**config.mk**
```make
export PLATFORM = sky130hd
export DESIGN_NAME = br_resolve_queue
export DESIGN_NICKNAME = d
export VERILOG_FILES = /design/src/rtl/br_resolve_queue.sv
export SDC_FILE = /design/constraint.sdc
export NUM_CORES = 1
export LEC_CHECK = 0
export ABC_AREA = 1
export CAP_MARGIN = 25
export CORE_ASPECT_RATIO = 0.75
export CORE_MARGIN = 4
export CORE_UTILIZATION = 54
export CTS_CLUSTER_SIZE = 16
export DETAILED_ROUTE_END_ITERATION = 12
export HOLD_SLACK_MARGIN = 0.02
export PLACE_DENSITY = 0.84
export SLEW_MARGIN = 10
export SYNTH_ARGS = -nofsm -noshare
export SYNTH_HDL_FRONTEND = slang
export SYNTH_SLANG_ARGS = --single-unit
export TNS_END_PERCENT = 30
```
**constraint.sdc**
```tcl
create_clock -name clk -period 3.37 [get_ports clk]
set_input_delay 0.337 -clock clk [delete_from_list [all_inputs] [get_ports clk]]
set_output_delay 0.337 -clock clk [all_outputs]
set_load 0.005 [all_outputs]
```
**src/rtl/br_resolve_queue.sv**
```systemverilog
// In-flight conditional-branch queue between decode and execute: checks each resolved
// prediction against its outcome, raises pre_wrong with the fetch redirect PC on a miss.
module br_resolve_queue #(
  parameter int DEPTH  = 4,
  parameter int ADDR_W = 32,
  parameter int CNT_W  = 32
) (
  input  logic                       clk,
  input  logic                       rst_n,
  input  logic                       stall,
  input  logic                       push_valid,
  input  logic                       push_taken,
  input  logic [ADDR_W-1:0]          push_pc,
  input  logic [ADDR_W-1:0]          push_target,
  input  logic                       resolve_valid,
  input  logic                       resolve_taken,
  output logic                       pre_wrong,
  output logic [ADDR_W-1:0]          redirect_pc,
  output logic                       full,
  output logic                       empty,
  output logic [$clog2(DEPTH):0]     occupancy,
  output logic [CNT_W-1:0]           br_count,
  output logic [CNT_W-1:0]           miss_count,
  output logic [1:0]                 err_sticky
);

  localparam int PTR_W = $clog2(DEPTH);
  localparam int OCC_W = PTR_W + 1;

  logic [PTR_W-1:0]  rd_ptr_q, rd_ptr_d, wr_ptr_q, wr_ptr_d;
  logic [OCC_W-1:0]  occ_q, occ_d;
  logic              pre_wrong_q, pre_wrong_d;
  logic [ADDR_W-1:0] redirect_q, redirect_d;
  logic [CNT_W-1:0]  br_cnt_q, br_cnt_d, miss_cnt_q, miss_cnt_d;
  logic [1:0]        err_q, err_d;

  logic              pred_mem [DEPTH];
  logic [ADDR_W-1:0] alt_mem  [DEPTH];

  logic              full_w, empty_w, head_pred, do_pop, miss, do_push, drop, wr_en;
  logic [ADDR_W-1:0] head_alt, alt_pc;

  assign full_w    = (occ_q == OCC_W'(DEPTH));
  assign empty_w   = (occ_q == '0);
  assign head_pred = pred_mem[rd_ptr_q];
  assign head_alt  = alt_mem[rd_ptr_q];

  // A miss squashes everything younger, including a push arriving in the same cycle.
  assign do_pop  = resolve_valid & ~empty_w;
  assign miss    = do_pop & (head_pred != resolve_taken);
  assign do_push = push_valid & ~miss & (~full_w | do_pop);
  assign drop    = push_valid & full_w & ~do_pop;
  assign wr_en   = ~stall & do_push;
  assign alt_pc  = push_taken ? push_pc + ADDR_W'(4) : push_target;

  always_comb begin
    // NOTE: every _d gets its hold value first so no path through this block infers a latch.
    rd_ptr_d    = rd_ptr_q;
    wr_ptr_d    = wr_ptr_q;
    occ_d       = occ_q;
    pre_wrong_d = pre_wrong_q;
    redirect_d  = redirect_q;
    br_cnt_d    = br_cnt_q;
    miss_cnt_d  = miss_cnt_q;
    err_d       = err_q;
    if (!stall) begin
      pre_wrong_d = miss;
      if (miss) redirect_d = head_alt;
      if (do_pop && br_cnt_q != '1)  br_cnt_d   = br_cnt_q + 1'b1;
      if (miss && miss_cnt_q != '1)  miss_cnt_d = miss_cnt_q + 1'b1;
      if (drop)                      err_d[0]   = 1'b1;
      if (resolve_valid && empty_w)  err_d[1]   = 1'b1;
      if (miss) begin
        rd_ptr_d = '0;
        wr_ptr_d = '0;
        occ_d    = '0;
      end else begin
        if (do_push) wr_ptr_d = wr_ptr_q + 1'b1;
        if (do_pop)  rd_ptr_d = rd_ptr_q + 1'b1;
        case ({do_push, do_pop})
          2'b10:   occ_d = occ_q + 1'b1;
          2'b01:   occ_d = occ_q - 1'b1;
          default: occ_d = occ_q;
        endcase
      end
    end
  end

  // NOTE: state registers use non-blocking assignments so every flop samples pre-edge values.
  always_ff @(posedge clk) begin
    if (!rst_n) begin
      rd_ptr_q    <= '0;
      wr_ptr_q    <= '0;
      occ_q       <= '0;
      pre_wrong_q <= 1'b0;
      redirect_q  <= '0;
      br_cnt_q    <= '0;
      miss_cnt_q  <= '0;
      err_q       <= '0;
    end else begin
      rd_ptr_q    <= rd_ptr_d;
      wr_ptr_q    <= wr_ptr_d;
      occ_q       <= occ_d;
      pre_wrong_q <= pre_wrong_d;
      redirect_q  <= redirect_d;
      br_cnt_q    <= br_cnt_d;
      miss_cnt_q  <= miss_cnt_d;
      err_q       <= err_d;
    end
  end

  // NOTE: entry storage is not reset; occupancy alone decides which slots are meaningful.
  always_ff @(posedge clk) begin
    if (rst_n && wr_en) begin
      pred_mem[wr_ptr_q] <= push_taken;
      alt_mem[wr_ptr_q]  <= alt_pc;
    end
  end

  assign pre_wrong   = pre_wrong_q;
  assign redirect_pc = redirect_q;
  assign full        = full_w;
  assign empty       = empty_w;
  assign occupancy   = occ_q;
  assign br_count    = br_cnt_q;
  assign miss_count  = miss_cnt_q;
  assign err_sticky  = err_q;

endmodule
```
==> Word-level counts from Yosys, hierarchy flattened <==
Memory sizes are Yosys's and may differ from the RTL's. A register that Yosys moved wholly into a read port is not among the register bits.
Index checks and enable logic that the tools add are counted.
{ "word_totals": {"reg_bits": 74, "latchBits": 0, "ramBits": 132, "rom_bits": 0, "out_inout_bits": 104, "mem_count": 2} }
{ "classes": {"addsub": 7, "mul": 0, "n_div": 0, "magnitude_cmp": 0, "eq_ne": 6, "n_shift": 0, "n_mux": 11, "bitwise": 13, "reduce_logical": 17} }
{ "mem_list": {"columns": ["memory", "words", "width", "rd", "rd_clocked_by_memory_dff", "write_ports", "line", "text"], "rows": [
  ["alt_mem", 4, 32, 1, 1, 1, "38", "logic [ADDR_W-1:0] alt_mem [DEPTH];"],
  ["pred_mem", 4, 1, 1, 1, 1, "37", "logic pred_mem [DEPTH];"]
]} }
{ "op_table": {"columns": ["operator", "n"], "rows": [
  ["adder 32 x 1 -> 32 bit (second input constant)", 2],
  ["inequality test 32 bit (second input constant)", 2],
  ["adder 32 x 3 -> 32 bit (second input constant)", 1],
  ["two-way mux 32 bit", 1],
  ["AND reduction 2 bit", 8],
  ["two-way mux 2 bit", 6],
  ["AND 1 bit", 7],
  ["one-hot mux 3 bit (2 select lines)", 1],
  ["inverter 1 bit", 5],
  ["adder 2 x 1 -> 2 bit (second input constant)", 2],
  ["logical AND 1 bit", 4],
  ["nonzero test 2 bit", 2],
  ["adder 3 x 1 -> 3 bit (second input constant)", 1],
  ["equality test 3 bit (second input constant)", 1],
  ["zero test 3 bit", 1],
  ["two-way mux 3 bit", 1],
  ["nonzero test 3 bit", 1],
  ["subtractor 3 x 1 -> 3 bit (second input constant)", 1],
  ["equality test 2 x 1 -> 1 bit (second input constant)", 1],
  ["equality test 2 bit (second input constant)", 1],
  ["two-way mux 1 bit", 2],
  ["zero test 1 bit", 1],
  ["inequality test 1 bit", 1],
  ["bitwise OR 1 bit", 1]
]} }

==> Logic depth before layout (Yosys ltp) <==
{ "depth": {"depth_word": 11, "mapped_depth": 14, "depth_no_buf": 14} }

==> Worst setup path after synthesis <==
Ideal clock, no wire load.
{ "synth_timing": {"kind": "reg2reg", "from": "register occ_q[2], in the netlist occupancy[2]", "to": "memory alt_mem[0][0], enable pin", "setup_ns": 0.423, "arrival_time_ns": 2.592, "t_required_ns": 2.947, "path_slack_ns": 0.355, "path_stages_with_launch": 8, "n_path_buf": 0, "period_less_slack_ns": 3.015, "cell_sequence": "dfxtp_1 -> nor3_2 -> nor2_2 -> nand2_1 -> nand2_1 -> nor2_1 -> nand3_1 -> nor2_1"} }
{ "synth_via": {"elab_chain_len": 11} }
{ "synth_rtl": {"columns": ["item", "line", "text"], "rows": [
  ["start: declaration", "31", "logic [OCC_W-1:0] occ_q, occ_d;"],
  ["start signal: assignment", "94", "occ_q <= '0;"],
  ["start signal: assignment", "103", "occ_q <= occ_d;"],
  ["zero test 3 bit *", "44", "assign empty_w = (occ_q == '0);"],
  ["net empty", "20", "output logic empty,"],
  ["inverter 1 bit *", "49", "assign do_pop = resolve_valid & ~empty_w;"],
  ["AND 1 bit *", "49", null],
  ["AND 1 bit", "50", "assign miss = do_pop & (head_pred != resolve_taken);"],
  ["inverter 1 bit", "51", "assign do_push = push_valid & ~miss & (~full_w | do_pop);"],
  ["AND 1 bit", "51", null],
  ["AND 1 bit *", "51", null],
  ["AND 1 bit *", "53", "assign wr_en = ~stall & do_push;"],
  ["logical AND 1 bit *", "114", "if (rst_n && wr_en) begin"],
  ["two-way mux 1 bit *", "114", null],
  ["two-way mux 1 bit (implied by the code) *", "116", "alt_mem[wr_ptr_q] <= alt_pc;"],
  ["end: declaration", "38", null]
]} }
The timed path passes the listed nets; every way through them passes the cells marked *.

==> Final worst setup path <==
{ "layout_timing": {"from": "register miss_cnt_q[0], in the netlist miss_count[0]", "to": "register miss_cnt_q[0], in the netlist miss_count[0]"} }
{ "layout_via": {"elab_chain_len": 3} }
{ "layout_rtl": {"columns": ["item", "line", "text"], "rows": [
  ["start: declaration", "34", "logic [CNT_W-1:0] br_cnt_q, br_cnt_d, miss_cnt_q, miss_cnt_d;"],
  ["start signal: assignment", "107", "miss_cnt_q <= miss_cnt_d;"],
  ["branches (longest 3 deep; another with adder 32 x 1 -> 32 bit)", null, null]
]} }
Parallel ways; which one is timed is not known.
A chain may end at the register's enable or synchronous reset.

==> impl_results.md <==
- CP Launch Type: register
- R2R Setup Slk: 0.84 ns
- Placed insts: 1793
- Remaining Overflow, GRT: 0
- Skew-Pair Late Insertion Delay: 0.51 ns
- Max-slew violations: 0
- Vias per Instance: 5.55
- Reg clk slew, reported paths: 0.07 ns
- CP Data Required Time: 3.76 ns
- Outcome: finished clean
- DRT iter0 DRCs: 1065
- Total number of vias: 10203
- Max-cap check violation count: 0
- Die X: 176 µm
- Most frequent cells in the layout: nand2_1, clkdlybuf4s50_1, nor2_1
- Slew of the pin with the lowest slew margin: 0.791 ns
- # fillers: 1581
- H-tree depth: 1
- YS warnings: 0
- Row count: 45
- # port buffers: 174
- Vias in the first global route: 9455
- Initial antenna violation count: 0
- Detail Route Antenna Nets: 0
- Area of the die: 23700 µm²
- Crit path DAT: 2.92 ns
- CTS tree: built
- Leakage: 0.00499 µW
- Number of flops mapped to enable cells by yosys: 132
- Fmax: 395 MHz
- TritonCTS buffer count: 24
- RSZ-0062 raised after global routing: no
- Setup WS post-layout: 0.839 ns
- # IOs: 175
- Place WS: 0.632 ns
- Mapped cell area: 11500 µm²
- Synth Register Bits: 240
- Hold_buf cts: 0
- Nets@finish: 1616
- Max-slew headroom: 47.2%
- Synth cell types: 34
- Reg2reg start: miss_count[0]
- Gate count after technology mapping: 1379
- CP endpoint kind: register
- Resize count post-CTS: 0
- Max stage delay on crit path: 0.48 ns
- Hpwl dp: 21400 µm
- CTS root buffer: clkbuf_16
- Layout cells sized above 1: 5.40%
- HP Class: register to register
- Clock Sink Count: 240
- Global-route wire length before repair: 49700 µm
- Total GRT Usage: 25.6%
- Drt wl/cell: 17.0 µm
- Pin count of the biggest net entering global routing: 84
- Pre-Repair DR Iteration Count: 5
- Worst VDD drop: 0.000375 V
- Post-synthesis sequential area ratio: 53.4%
- Tmin final: 2.53 ns
- Final hold viol count: 0
- Core area: 20600 µm²
- Total negative slack: 0 ns
- Routed Wire Length: 31200 µm
- Post-CTS setup buffer count: 0
- Worst Clk Skew: 0.0114 ns
- Finished Layout Cells: 1837
- Crit-path max FO: 33
- Worst Path Buf+Inv: 2
- # diodes: 0
- Finish-stage setup viols: 0
- RePlAce Congestion: 0.960
- Syn avg cell area: 8.32 µm²
- Share of flip-flops with an asynchronous set or reset: 0%
- Syn_nets: 1458
- Most common cell after layout, fill and taps aside: nand2_1
- Clk buf depth: 3
- Die height: 134 µm
- Slowest CP cell: nand2_2
- Critical Path, Cell by Cell: ha_1 > nand3_2 > inv_2 > nand2_2 > nor2_4 > nor3b_2 > nand3_2 > nand2_2 > inv_1 > nor2_1 > nor2_1
- Most used DFF post-synth: edfxtp_1
- Area grow syn2layout: 25.1%
- Worst path top cell family by delay: simple AND/OR/NAND/NOR gates
- Power density cells: 462 nW/µm²
- Period utilization: 75.1%
- Min-Delay Startpoint: redirect_pc[29]
- Initial Util: 55.8%
- Crit path launch: miss_count[0]
- DRC: 0
- Path type of the worst setup path: register to register
-- cells in the mapped netlist, drive strengths merged (2+ instances only) --
master	instances	area (µm²)
buf	16	82.6
a31oi	4	25.0
xor2	48	420
nor3	40	205
nor2	173	677
clkbuf	44	165
nand2	387	1460
nand3	70	375
nor3b	4	35.0
dfxtp	108	2160
nand3b	3	22.5
xnor2	22	193
a21oi	100	500
ha	7	87.6
inv	80	300
nand4	16	100
edfxtp	132	3960
o21ai	84	420
o21bai	2	15.0
o22ai	32	200
nor4	4	25.0
-- routing by layer --
layer  global-route usage (%)  vias to the layer above  share of wire, %
met5                        0                        -                 0
met4                     5.45                        0               1.9
met3                     4.68                       53               8.5
met2                     39.3                      470                45
met1                     38.3                     4760                45
li1                         -                     4920                 -
-- final cells by class --
| cell class | instances | area [µm²] | area share (%) |
|---|---|---|---|
| clock buffer | 33 | 686 | 4.78 |
| clock inverter | 11 | 186 | 1.30 |
| inverter | 81 | 304 | 2.12 |
| multi-input combinational | 998 | 4810 | 33.5 |
| sequential | 240 | 6130 | 42.7 |
| tap | 282 | 353 | 2.46 |
| timing repair buffer | 192 | 1890 | 13.2 |
-- per-stage QoR --
stage	cell area (µm²)	power, µW	hold WS, ns	utilization, %
floorplan	11500	3520	0.436	-
global placement	13500	3750	0.447	65.6
detailed placement	13500	3770	0.452	65.6
CTS	14400	6650	0.466	69.8
global route	14400	6840	0.486	69.8
finish	14400	6630	0.462	69.8
-- state kept, by name, indices dropped and copies added (netlist names), named ones only --
register / flops
miss_count: 32
br_count: 32
wr_ptr_q: 2
occupancy: 3
redirect_pc: 32
alt_mem: 128
rd_ptr_q: 2
err_sticky: 2
pre_wrong: 1
pred_mem: 4
-- cells by family (layout without fill, tap and decap cells) --
group	count (synthesis)	after routing	synth area share (%)
AO/OA/AOI/OAI	223	223	10.2
AND/OR/NAND/NOR	697	697	25.3
adder cells (fa/ha/maj)	8	8	0.938
buffers and inverters	141	317	4.81
flip-flops	240	240	53.4
XOR/XNOR	70	70	5.35
-- where the power goes --
group / leakage [µW] / switching [µW] / internal (µW)
Sequential: 0.00207 / 26.5 / 3150
Clock: 0.000416 / 1100 / 1810
Combinational: 0.00251 / 332 / 207
Total: 0.00499 / 1460 / 5160
-- final timing paths --
path	to	cells after the start
worst min-delay path	redirect_pc[29]	2
worst min register to register	redirect_pc[29]	2
worst max register to register	miss_count[0]	11
worst max-delay path	miss_count[0]	11
-- worst register-to-register path, cell delays in order (launching register included) --
cell	delay, ns
dfxtp_1	0.44
ha_1	0.31
nand3_2	0.15
inv_2	0.11
nand2_2	0.10
nor2_4	0.12
nor3b_2	0.23
nand3_2	0.13
nand2_2	0.48
inv_1	0.14
nor2_1	0.14
nor2_1	0.08
No activity file was read; power rests on OpenSTA's default activity.
